==> src/rtl/vga_colorizer_if.sv <==
// Read-port bundle between the colorizer and its world-map RAM / icon ROM.
// Both memories return data two clocks after the address is registered.
interface vga_colorizer_if;
    logic [13:0] world_addr;
    logic [1:0]  world_pixel;
    logic [7:0]  icon_addr;
    logic [1:0]  icon_pixel;

    modport master (
        output world_addr,
        output icon_addr,
        input  world_pixel,
        input  icon_pixel
    );

    modport slave (
        input  world_addr,
        input  icon_addr,
        output world_pixel,
        output icon_pixel
    );
endinterface

==> src/rtl/vga_colorizer.sv <==
// Pixel colorizer: maps the 512x480 active area onto a 128x120 world map of 4x4 cells,
// overlays a 16x16 icon sprite and emits 12-bit RGB with syncs kept aligned.
module vga_colorizer #(
    parameter int PIPE_LAT = 4
) (
    input  logic                    clock,
    input  logic                    rst,
    input  logic                    hsync_in,
    input  logic                    vsync_in,
    input  logic                    video_on_in,
    input  logic [9:0]              pixel_row,
    input  logic [9:0]              pixel_column,
    input  logic [6:0]              icon_x,
    input  logic [6:0]              icon_y,
    vga_colorizer_if.master         mem,
    output logic                    hsync_out,
    output logic                    vsync_out,
    output logic                    video_on_out,
    output logic [11:0]             rgb,
    output logic                    frame_tick
);

    // Intermediate delay-line depth: S1..S3 feed the S4 output register.
    localparam int DLY = PIPE_LAT - 1;

    function automatic logic [11:0] world_color(input logic [1:0] code);
        case (code)
            2'b00:   world_color = 12'hFFF;
            2'b01:   world_color = 12'h000;
            2'b10:   world_color = 12'hF00;
            2'b11:   world_color = 12'h00F;
            default: world_color = 12'h000;
        endcase
    endfunction

    function automatic logic [11:0] icon_color(input logic [1:0] code);
        case (code)
            2'b01:   icon_color = 12'h0F0;
            2'b10:   icon_color = 12'hFF0;
            2'b11:   icon_color = 12'hF0F;
            default: icon_color = 12'h000;
        endcase
    endfunction

    logic [6:0]     ix_r;
    logic [6:0]     iy_r;
    logic           vsync_prev_r;
    logic [13:0]    world_addr_r;
    logic [7:0]     icon_addr_r;
    logic [DLY-1:0] hsync_pipe_r;
    logic [DLY-1:0] vsync_pipe_r;
    logic [DLY-1:0] video_pipe_r;
    logic [DLY-1:0] hit_pipe_r;

    logic [10:0]    col_ext_s;
    logic [10:0]    row_ext_s;
    logic [10:0]    ix_base_s;
    logic [10:0]    iy_base_s;
    logic [3:0]     dx_s;
    logic [3:0]     dy_s;
    logic           hit_s;
    logic [7:0]     icon_addr_s;
    logic           vsync_fall_s;
    logic [11:0]    rgb_s;

    assign mem.world_addr = world_addr_r;
    assign mem.icon_addr  = icon_addr_r;

    // S1 icon hit test in 11-bit space so positions past the screen edge never wrap.
    always_comb begin
        col_ext_s   = {1'b0, pixel_column};
        row_ext_s   = {1'b0, pixel_row};
        ix_base_s   = {2'b00, ix_r, 2'b00};
        iy_base_s   = {2'b00, iy_r, 2'b00};
        dx_s        = pixel_column[3:0] - {ix_r[1:0], 2'b00};
        dy_s        = pixel_row[3:0] - {iy_r[1:0], 2'b00};
        hit_s       = (col_ext_s >= ix_base_s) && (col_ext_s < (ix_base_s + 11'd16)) &&
                      (row_ext_s >= iy_base_s) && (row_ext_s < (iy_base_s + 11'd16));
        icon_addr_s = 8'h00;
        if (hit_s) begin
            icon_addr_s = {dy_s, dx_s};
        end else begin
            icon_addr_s = 8'h00;
        end
        vsync_fall_s = vsync_prev_r & ~vsync_in;
    end

    // S4 colour select: blanking forces black, opaque icon pixels win over the world.
    always_comb begin
        rgb_s = 12'h000;
        if (!video_pipe_r[DLY-1]) begin
            rgb_s = 12'h000;
        end else if (hit_pipe_r[DLY-1] && (mem.icon_pixel != 2'b00)) begin
            rgb_s = icon_color(mem.icon_pixel);
        end else begin
            rgb_s = world_color(mem.world_pixel);
        end
    end

    // Position latch and frame tick: icon moves only at the vsync falling edge.
    always_ff @(posedge clock) begin
        if (rst) begin
            ix_r         <= 7'd0;
            iy_r         <= 7'd0;
            vsync_prev_r <= 1'b1;
            frame_tick   <= 1'b0;
        end else begin
            vsync_prev_r <= vsync_in;
            frame_tick   <= vsync_fall_s;
            if (vsync_fall_s) begin
                ix_r <= icon_x;
                iy_r <= icon_y;
            end
        end
    end

    // S1 address registers plus the delay line covering memory latency.
    always_ff @(posedge clock) begin
        if (rst) begin
            world_addr_r <= 14'd0;
            icon_addr_r  <= 8'h00;
            hsync_pipe_r <= {DLY{1'b1}};
            vsync_pipe_r <= {DLY{1'b1}};
            video_pipe_r <= {DLY{1'b0}};
            hit_pipe_r   <= {DLY{1'b0}};
        end else begin
            world_addr_r <= {pixel_row[8:2], pixel_column[8:2]};
            icon_addr_r  <= icon_addr_s;
            hsync_pipe_r <= {hsync_pipe_r[DLY-2:0], hsync_in};
            vsync_pipe_r <= {vsync_pipe_r[DLY-2:0], vsync_in};
            video_pipe_r <= {video_pipe_r[DLY-2:0], video_on_in};
            hit_pipe_r   <= {hit_pipe_r[DLY-2:0], hit_s};
        end
    end

    // S4 output register.
    always_ff @(posedge clock) begin
        if (rst) begin
            rgb          <= 12'h000;
            hsync_out    <= 1'b1;
            vsync_out    <= 1'b1;
            video_on_out <= 1'b0;
        end else begin
            rgb          <= rgb_s;
            hsync_out    <= hsync_pipe_r[DLY-1];
            vsync_out    <= vsync_pipe_r[DLY-1];
            video_on_out <= video_pipe_r[DLY-1];
        end
    end

endmodule

==> src/flat_wrapper.sv <==
// flat-port wrapper written by rule: the top's interface ports become plain ports
module vga_colorizer_flat 
#(
    parameter int PIPE_LAT = 4
)
  (clock, rst, hsync_in, vsync_in, video_on_in, pixel_row, pixel_column, icon_x, icon_y, hsync_out, vsync_out, video_on_out, rgb, frame_tick, mem_world_addr, mem_icon_addr, mem_world_pixel, mem_icon_pixel);
  vga_colorizer_if mem_i ();
  input  logic clock;
  input  logic rst;
  input  logic hsync_in;
  input  logic vsync_in;
  input  logic video_on_in;
  input  logic [9:0] pixel_row;
  input  logic [9:0] pixel_column;
  input  logic [6:0] icon_x;
  input  logic [6:0] icon_y;
  output logic hsync_out;
  output logic vsync_out;
  output logic video_on_out;
  output logic [11:0] rgb;
  output logic frame_tick;
  output wire logic [$bits(mem_i.world_addr)-1:0] mem_world_addr;
  output wire logic [$bits(mem_i.icon_addr)-1:0] mem_icon_addr;
  input wire logic [$bits(mem_i.world_pixel)-1:0] mem_world_pixel;
  input wire logic [$bits(mem_i.icon_pixel)-1:0] mem_icon_pixel;
  assign mem_world_addr = mem_i.world_addr;
  assign mem_icon_addr = mem_i.icon_addr;
  assign mem_i.world_pixel = mem_world_pixel;
  assign mem_i.icon_pixel = mem_icon_pixel;
  vga_colorizer #(.PIPE_LAT(PIPE_LAT)) u_core (.clock(clock), .rst(rst), .hsync_in(hsync_in), .vsync_in(vsync_in), .video_on_in(video_on_in), .pixel_row(pixel_row), .pixel_column(pixel_column), .icon_x(icon_x), .icon_y(icon_y), .mem(mem_i), .hsync_out(hsync_out), .vsync_out(vsync_out), .video_on_out(video_on_out), .rgb(rgb), .frame_tick(frame_tick));
endmodule
==> config.mk <==
export PLATFORM = sky130hd
export DESIGN_NAME = vga_colorizer_flat
export DESIGN_NICKNAME = d
export VERILOG_FILES = /design/src/rtl/vga_colorizer_if.sv /design/src/rtl/vga_colorizer.sv /design/src/flat_wrapper.sv
export SDC_FILE = /design/constraint.sdc
export NUM_CORES = 1
export LEC_CHECK = 0
export BUFFER_PORTS_ARGS = -buffer_cell sky130_fd_sc_hd__buf_2
export CAP_MARGIN = 25
export CORE_MARGIN = 10
export CORE_UTILIZATION = 26
export CTS_BUF_LIST = sky130_fd_sc_hd__clkbuf_8 sky130_fd_sc_hd__clkbuf_16
export DETAILED_ROUTE_END_ITERATION = 12
export PLACE_DENSITY_LB_ADDON = 0.05
export RECOVER_POWER = 25
export SKIP_LAST_GASP = 1
export SLEW_MARGIN = 30
export SYNTH_ARGS = -nofsm -noshare
export SYNTH_HDL_FRONTEND = slang
export SYNTH_SLANG_ARGS = --single-unit
==> constraint.sdc <==
create_clock -name clock -period 2.5 [get_ports clock]
set_input_delay 0.25 -clock clock [delete_from_list [all_inputs] [get_ports clock]]
set_output_delay 0.25 -clock clock [all_outputs]
set_load 0.01 [all_outputs]
### After elaboration in Yosys (flattened, before gate mapping)

Index checks and enable logic that the tools add are counted.

* add/sub/neg operators: 4
* multiply operators: 0
* div/mod/pow operators: 0
* order comparisons: 4
* eq/ne operators: 6
* shift operators: 0
* multiplexer cells: 3
* bitwise gates (word level): 4
* reduce and logical (&&, ||, !) cells: 8

Operator list (number)
* 12-bit case mux with 4 select lines: 1
* 12-bit case mux with 3 select lines: 1
* 10-bit by 11-bit less-than comparator with 1-bit output: 2
* 9-bit by 5-bit adder with 10-bit output (second input constant): 2
* 10-bit by 9-bit >= comparator with 1-bit output: 2
* 12-bit two-way mux: 1
* 2-bit == test (second input constant): 4
* 4-bit subtractor: 2
* 2-bit by 1-bit == test with 1-bit output (second input constant): 2
* 1-bit logical AND: 4
* 2-bit OR reduction: 2
* 1-bit NOT: 3
* 2-bit zero test: 1
* 2-bit nonzero test: 1
* 1-bit bitwise AND: 1

* bits in registers: 65
* bits in latches: 0
* RAM bits: 0
* bits in read-only memories: 0
* input bits: 43
* output and inout bits: 38
* word-level logic and storage cells: 43
* memories kept: 0

### Logic depth before layout (Yosys ltp)

Gate-level depths: netlist (run 1).

* depth after elaboration: 7
* depth in mapped cells: 9
* gate-level depth less buffers: 9

### Least setup slack after synthesis (run 1)

OpenSTA, ideal clock, no wires.

* path type: reg-to-reg
* from: register u_core.iy_r[2]
* to: register u_core.icon_addr_r[0] (netlist: u_core.mem.icon_addr[0])
* library setup time: 128 ps
* arrival: 1855 ps
* data required time: 2372 ps
* slack: 517 ps
* stages on the path, launching flop included: 10
* path buffers: 0
* period minus slack after synthesis: 1983 ps
* path through: dfxtp_1 -> inv_1 -> nor3_1 -> nand3_1 -> ha_1 -> nand3_1 -> nor4b_1 -> a21oi_2 -> o211ai_4 -> nor3_1

* cells in the longest elaborated chain, start to end: 5
* elaborated cells on any way between the ends: 7
* classes of those cells: 1 x add/sub; 2 x order compare; 1 x bitwise; 3 x reduce/logical

Ends and longest elaborated chain
* start, declared: RTL line vga_colorizer.sv:46 `logic [6:0] iy_r;`
* start signal, assigned: RTL line vga_colorizer.sv:112 `iy_r <= icon_y;`
* 9-bit by 5-bit adder with 10-bit output or 10-bit by 9-bit >= comparator with 1-bit output (tied branches): RTL line vga_colorizer.sv:78 `(row_ext_s >= iy_base_s) && (row_ext_s < (iy_base_s + 11'd16));`
* 10-bit by 11-bit less-than comparator with 1-bit output or 1-bit logical AND (tied branches): RTL line vga_colorizer.sv:78, vga_colorizer.sv:77
* 1-bit logical AND *: RTL line vga_colorizer.sv:78
* 1-bit NOT (no source line) *
* 2-bit OR reduction (no source line) *
* end signal, assigned: RTL line vga_colorizer.sv:128 `icon_addr_r <= icon_addr_s;`
* end, declared: RTL line vga_colorizer.sv:49 `logic [7:0] icon_addr_r;`

Every way passes the cells marked *; elsewhere a longest branch is shown, timed or not.
A chain may end at the register's enable or synchronous reset.

### Worst setup path in the final report (run 1)

* from: register u_core.iy_r[2]
* to: register u_core.icon_addr_r[6] (netlist: u_core.mem.icon_addr[6])

Same word-level chain as after synthesis.

==> impl_metrics.ini, run 1 <==
[run_status]
outcome = complete, but fails checks
failed_checks = capacitance limit, slew limit

[worst_hold_path]
hold_class = in -> reg

[cts]
cts-resized-gates = 0
cts_tree = built
path_clk_slew_ns = 0.11
root_buffer = clkbuf_8
clkSinkCount = 55
numCtsBuffers = 5
clk_latency_ns = 0.32
cts_setup_buffers = 0
htree_levels = 2
cts.path.max_buffers = 2
cts_hold_buf = 0

[routing]
first_pass_iters = 4
vias = 2007
drt.antenna.violating_nets = 0
wl_per_cell_um = 14.0
drt-total-wl_um = 6750
viasPerCell = 4.16
initialDrtViolationCount = 36
drc = 0

[pwr]
p_per_area_mw_per_mm2 = 547
ir_drop_mv = 0.248
p_leak_nw = 1.49

[synthesis]
yosysTopAreaCellShare_pct = 42.2
avgSynthCellArea_um2 = 9.48
synthCells = 275
synth_ff_type = dfxtp_1
synth_largest_area_cell = dfxtp_1
ys_warn_count = 0
synth_async_sr_flop_share_pct = 0
synth_fp_nets = 354
seq_area_frac_synth_pct = 42.2
synth_edf_count = 0
ys_ff_latch = 55
ys_types = 39
synthTopCellsByArea = dfxtp_1 (42%), ha_1 (16%), nand2_1 (4.3%)
syn_area_mm2 = 0.00261

[finish]
seq_area_mm2 = 0.00110
area_delta_synth_final_pct = 22.2
utilization_pct = 32.6
drive_gt1_share_pct = 29.8
num-fill-cells = 1087
nNetsFinal = 427
multi_input_area_mm2 = 0.00130
antenna_cells = 0

[timing]
slew_headroom_pct = -28.6
rsz0062_at_grt = false
finalCritPeriodShare_pct = 89.6
tns_ns = 0
fin_skew_ns = 0.00755
hold_violations = 0
setup_viol = 0
drv_slew = 43
worst_pin_slew_ns = 1.93
max_freq_mhz = 446
hold_ws_ns = 0.107
min_period_ns = 2.24

[die]
dieArea_mm2 = 0.0144
rows = 36
num_io_pins = 81
die_w_um = 120
die_h_um = 120
coreArea_mm2 = 0.00977
initial_core_util_pct = 26.7

[flow_run]
max_cap_violations = 1

[critical_path]
start_kind = register
criticalPathCategory = reg -> reg
reg2reg_to = u_core.mem.icon_addr[6]
crit_fanout = 9
crit_path_end_kind = register
crit_required_ns = 2.70
crit_path_start = u_core.iy_r[2]
timing.rr.start = u_core.iy_r[2]
crit_end = u_core.mem.icon_addr[6]
critPathArrivalTime_ns = 2.44
rrSetupSlack_ns = 0.26
reg2reg_depth = 9

[global_route]
globalRoute.totalOverflow = 0
antenna_found_initial = 0
grt_pass1_wl_um = 11100
grt_max_degree = 43
grt_util_all_layers_pct = 9.56
grt_pass1_vias = 2199

[placement]
hpwl_um = 5360
gp_congestion = 0.730
port_buffers = 80
[critical path: stages, from the launching register on]
cell      delay (ns)
dfxtp_1         0.39
inv_1           0.08
nor3_1          0.32
nand3_1         0.12
ha_1            0.32
nand3_1         0.13
nor4b_1         0.39
a21oi_2         0.12
o211ai_4        0.16
nor3_1          0.09
[worst min path at each step]
stage	endpoint	cells past startpoint	slack [ns]	start
after detailed placement	u_core.hsync_pipe_r[1]	1	0.39	u_core.hsync_pipe_r[0]
after global routing	u_core.hsync_pipe_r[0]	2	0.1	hsync_in
after global placement	u_core.hsync_pipe_r[1]	1	0.39	u_core.hsync_pipe_r[0]
final	u_core.hsync_pipe_r[0]	2	0.11	hsync_in
after CTS	u_core.hsync_pipe_r[0]	2	0.1	hsync_in
after floorplan	u_core.hsync_pipe_r[0]	1	0.35	hsync_in
[cell usage after synthesis, types with 2 or more instances]
library cell  count
a211oi_1          2
buf_2             2
inv_1            29
nand2b_1          4
clkbuf_1          5
nand3_1          10
nor3_1            9
nor2b_1          16
a21oi_1          19
xnor2_1           6
buf_4             9
or2_2             8
fa_1              2
dfxtp_1          55
ha_1             34
nand2_1          30
nor2_1           13
[where the power goes]
group / switching, mW / total, mW / leakage, nW / internal [mW]
Combinational: 0.152 / 0.274 / 0.992 / 0.122
Clock: 0.312 / 0.539 / 0.0474 / 0.227
Sequential: 0.0172 / 0.929 / 0.452 / 0.912
[cell usage in the layout (no fill, tap or decap), types with 9 or more instances in the layout]
cell type	n
ha_1	34
nor2b_1	16
a21oi_1	19
buf_2	79
inv_1	29
nor3_1	9
nor2_1	13
nand3_1	10
dfxtp_1	55
nand2_1	30
[layer usage]
metal  wire [um]  global-route usage [%]  share of wire [%]  vias up
met5           0                       0                  0        -
met3         375                    3.38                5.6        6
met4          76                    2.71                1.1        0
met2        3200                    16.0                 47       43
met1        3100                    11.3                 46      919
li1            -                       -                  -     1039
[layout make-up]
class / instances / share of cell area [%]
multi-input cells: 175 / 40.8
flip-flops and latches: 55 / 34.6
repair buffers: 82 / 12.9
well taps: 133 / 5.22
inverters: 29 / 3.42
clock buffers: 6 / 2.59
clock inverters: 2 / 0.511
[stage by stage]
stage | total power [mW] | area (um2) | setup WS, ns | std cells
global route | 1.86 | 3190 | 0.0119 | 482
floorplan | 1.12 | 2610 | 0.517 | 275
CTS | 1.78 | 3190 | 0.206 | 482
global placement | 1.23 | 3090 | 0.315 | 474
finish | 1.74 | 3190 | 0.260 | 482
detailed placement | 1.23 | 3090 | 0.233 | 474
[flip-flops by register name (all words and copies together) (netlist names)]
signal / count
u_core.frame_tick: 1
u_core.hit_pipe_r: 3
u_core.hsync_out: 1
u_core.hsync_pipe_r: 3
u_core.ix_r: 7
u_core.iy_r: 7
u_core.mem.icon_addr: 8
u_core.mem.world_addr: 14
u_core.rgb: 3
u_core.video_on_out: 1
u_core.video_pipe_r: 3
u_core.vsync_out: 1
u_core.vsync_pipe_r: 3
[logic make-up (layout without fill, tap and decap cells)]
logic type | Yosys count | count (layout) | share of synthesized area [%]
fa+ha+maj | 36 | 36 | 17.9
xor+xnor | 6 | 6 | 2.02
flops | 55 | 55 | 42.2
buf+inv | 45 | 119 | 7.87
compound gates | 35 | 35 | 10.4
mux | 1 | 1 | 0.384
simple gates | 97 | 97 | 19.2
No activity file was read; power rests on OpenSTA's default activity.
==> run 2: changes to the inputs <==
Settings changed: ABC_AREA set to 1.
==> impl_metrics.ini, run 2 <==
[pwr]
p_sw_mw = 0.521
p_comb_share_pct = 17.6
ir_drop_mv = 0.247
swShare_pct = 29.5
internal_power_mw = 1.25
p_leak_nw = 1.68
p_per_area_mw_per_mm2 = 542
power_frac_seq_pct = 53.0
power_frac_clock_pct = 29.4

[run_status]
outcome = finished, final reports clean

[synthesis]
synthCells = 323
ys_warn_count = 0
synth_fp_nets = 402
seq_area_frac_synth_pct = 40.9
avgSynthCellArea_um2 = 8.32
synth_ff_type = dfxtp_1
synth_largest_area_cell = dfxtp_1
synth_edf_count = 0
ys_ff_latch = 55
synthTopCellsByArea = dfxtp_1 (41%), ha_1 (16%), inv_1 (8.1%)
syn_area_mm2 = 0.00269
synth_async_sr_flop_share_pct = 0
yosysTopAreaCellShare_pct = 40.9
synthTopCellsByCount = inv_1 (58), dfxtp_1 (55), nor2_1 (41), ha_1 (34), nand2_1 (34)
yosysMostFrequentCell = inv_1
ys_types = 26

[timing]
setup_viol = 0
tns_ns = 0
rsz0062_at_grt = false
hold_ws_ns = 0.125
drv_slew = 0
hold_violations = 0
max_freq_mhz = 510
finalCritPeriodShare_pct = 78.4
slew_headroom_pct = 35.5
fin_skew_ns = 0.0102
min_period_ns = 1.96
worst_pin_slew_ns = 0.968

[cts]
cts_hold_buf = 0
htree_levels = 2
root_buffer = clkbuf_8
cts_tree = built
numCtsBuffers = 5
cts_setup_buffers = 0
path_clk_slew_ns = 0.11
cts-resized-gates = 0
clkSinkCount = 55
cts.path.max_buffers = 2
clk_latency_ns = 0.31

[global_route]
grt_pass1_wl_um = 10900
grt_util_all_layers_pct = 9.11
grt_max_degree = 22
antenna_found_initial = 0
grt_pass1_vias = 2307
globalRoute.totalOverflow = 0

[routing]
initialDrtViolationCount = 40
viasPerCell = 4.02
drt-total-wl_um = 6560
drc = 0
vias = 2147
wl_per_cell_um = 12.3
drt.antenna.violating_nets = 0
first_pass_iters = 4

[die]
rows = 37
die_h_um = 122
dieArea_mm2 = 0.0148
die_w_um = 122
coreArea_mm2 = 0.0102
initial_core_util_pct = 26.4
num_io_pins = 81

[critical_path]
reg2reg_to = u_core.hit_pipe_r[0]
reg2reg_depth = 11
timing.rr.start = u_core.iy_r[2]
crit_fanout = 9
criticalPathCategory = reg -> reg
rrSetupSlack_ns = 0.54
start_kind = register
crit_path_end_kind = register
critPathArrivalTime_ns = 2.16
crit_required_ns = 2.70

[placement]
dp_cells = 526
port_buffers = 80
hpwl_um = 5290
gp_congestion = 0.751

[finish]
antenna_cells = 0
final_cell_mix = buf_2 (79), inv_1 (58), dfxtp_1 (55)
drive_gt1_share_pct = 27.1
utilization_pct = 32.0
largest_reg_flops = 14
layout_commonest_cell = buf_2
area_delta_synth_final_pct = 21.3
fin_cells = 534
nNetsFinal = 476

[worst_hold_path]
hold_class = in -> reg
whs_endpoint = u_core.hsync_pipe_r[0]
hold_depth = 2
holdCritStartpoint = hsync_in

[flow_run]
max_cap_violations = 0
## run 2: layout make-up
type,instances,area [um2]
fill,1125,6920
multi-input combinational,194,1260
sequential,55,1100
timing repair buffer,82,410
inverter,59,221
tap,136,170
clock buffer,5,68.8
clock inverter,3,25.0
## run 2: power by group through the flow
stage / combinational (mW) / clock (mW) / sequential (mW)
after floorplan: 0.196 / 0 / 0.963
after global placement: 0.322 / 0 / 0.958
after detailed placement: 0.320 / 0 / 0.957
after CTS: 0.322 / 0.560 / 0.938
after global routing: 0.368 / 0.590 / 0.942
final: 0.310 / 0.520 / 0.937
## run 2: critical path, cell delays in order, from the launching register on
cell	delay, ns
dfxtp_1	0.39
ha_1	0.20
nand3_1	0.10
xor2_1	0.15
ha_1	0.29
nand2_1	0.05
nor2_1	0.16
nand3_1	0.11
nand3_1	0.08
clkinv_1	0.10
nand3_4	0.18
nor2_1	0.05
## run 2: through the flow
step	power, mW	cell area, um2	setup WS, ns
detailed placement	1.28	3170	0.531
CTS	1.82	3270	0.511
finish	1.77	3260	0.541
global placement	1.28	3170	0.578
floorplan	1.16	2690	0.713
global route	1.90	3260	0.315
## run 2: worst max-delay path by stage
stage	from	end	slack, ns	cells after the start
6_report	u_core.iy_r[2]	u_core.hit_pipe_r[0]	0.54	11
2_1_floorplan	u_core.iy_r[2]	u_core.hit_pipe_r[0]	0.71	11
4_1_cts	u_core.iy_r[2]	u_core.hit_pipe_r[0]	0.51	11
3_5_place_dp	u_core.iy_r[2]	u_core.hit_pipe_r[0]	0.53	11
5_1_grt	u_core.iy_r[2]	u_core.hit_pipe_r[0]	0.32	11
3_3_place_gp	u_core.iy_r[2]	u_core.hit_pipe_r[0]	0.58	11
## run 2: logic make-up after synthesis
family | after synthesis | synth area share, %
compound gates | 40 | 7.63
xor+xnor | 6 | 1.95
fa+ha+maj | 36 | 17.3
buf+inv | 74 | 12.0
flops | 55 | 40.9
simple gates | 112 | 20.1
## run 2: per-layer routing
metal	share of wire (%)	track usage (%)
met5	0	0
met4	0.58	2.46
met3	5.4	2.73
met2	49	15.9
met1	45	10.6
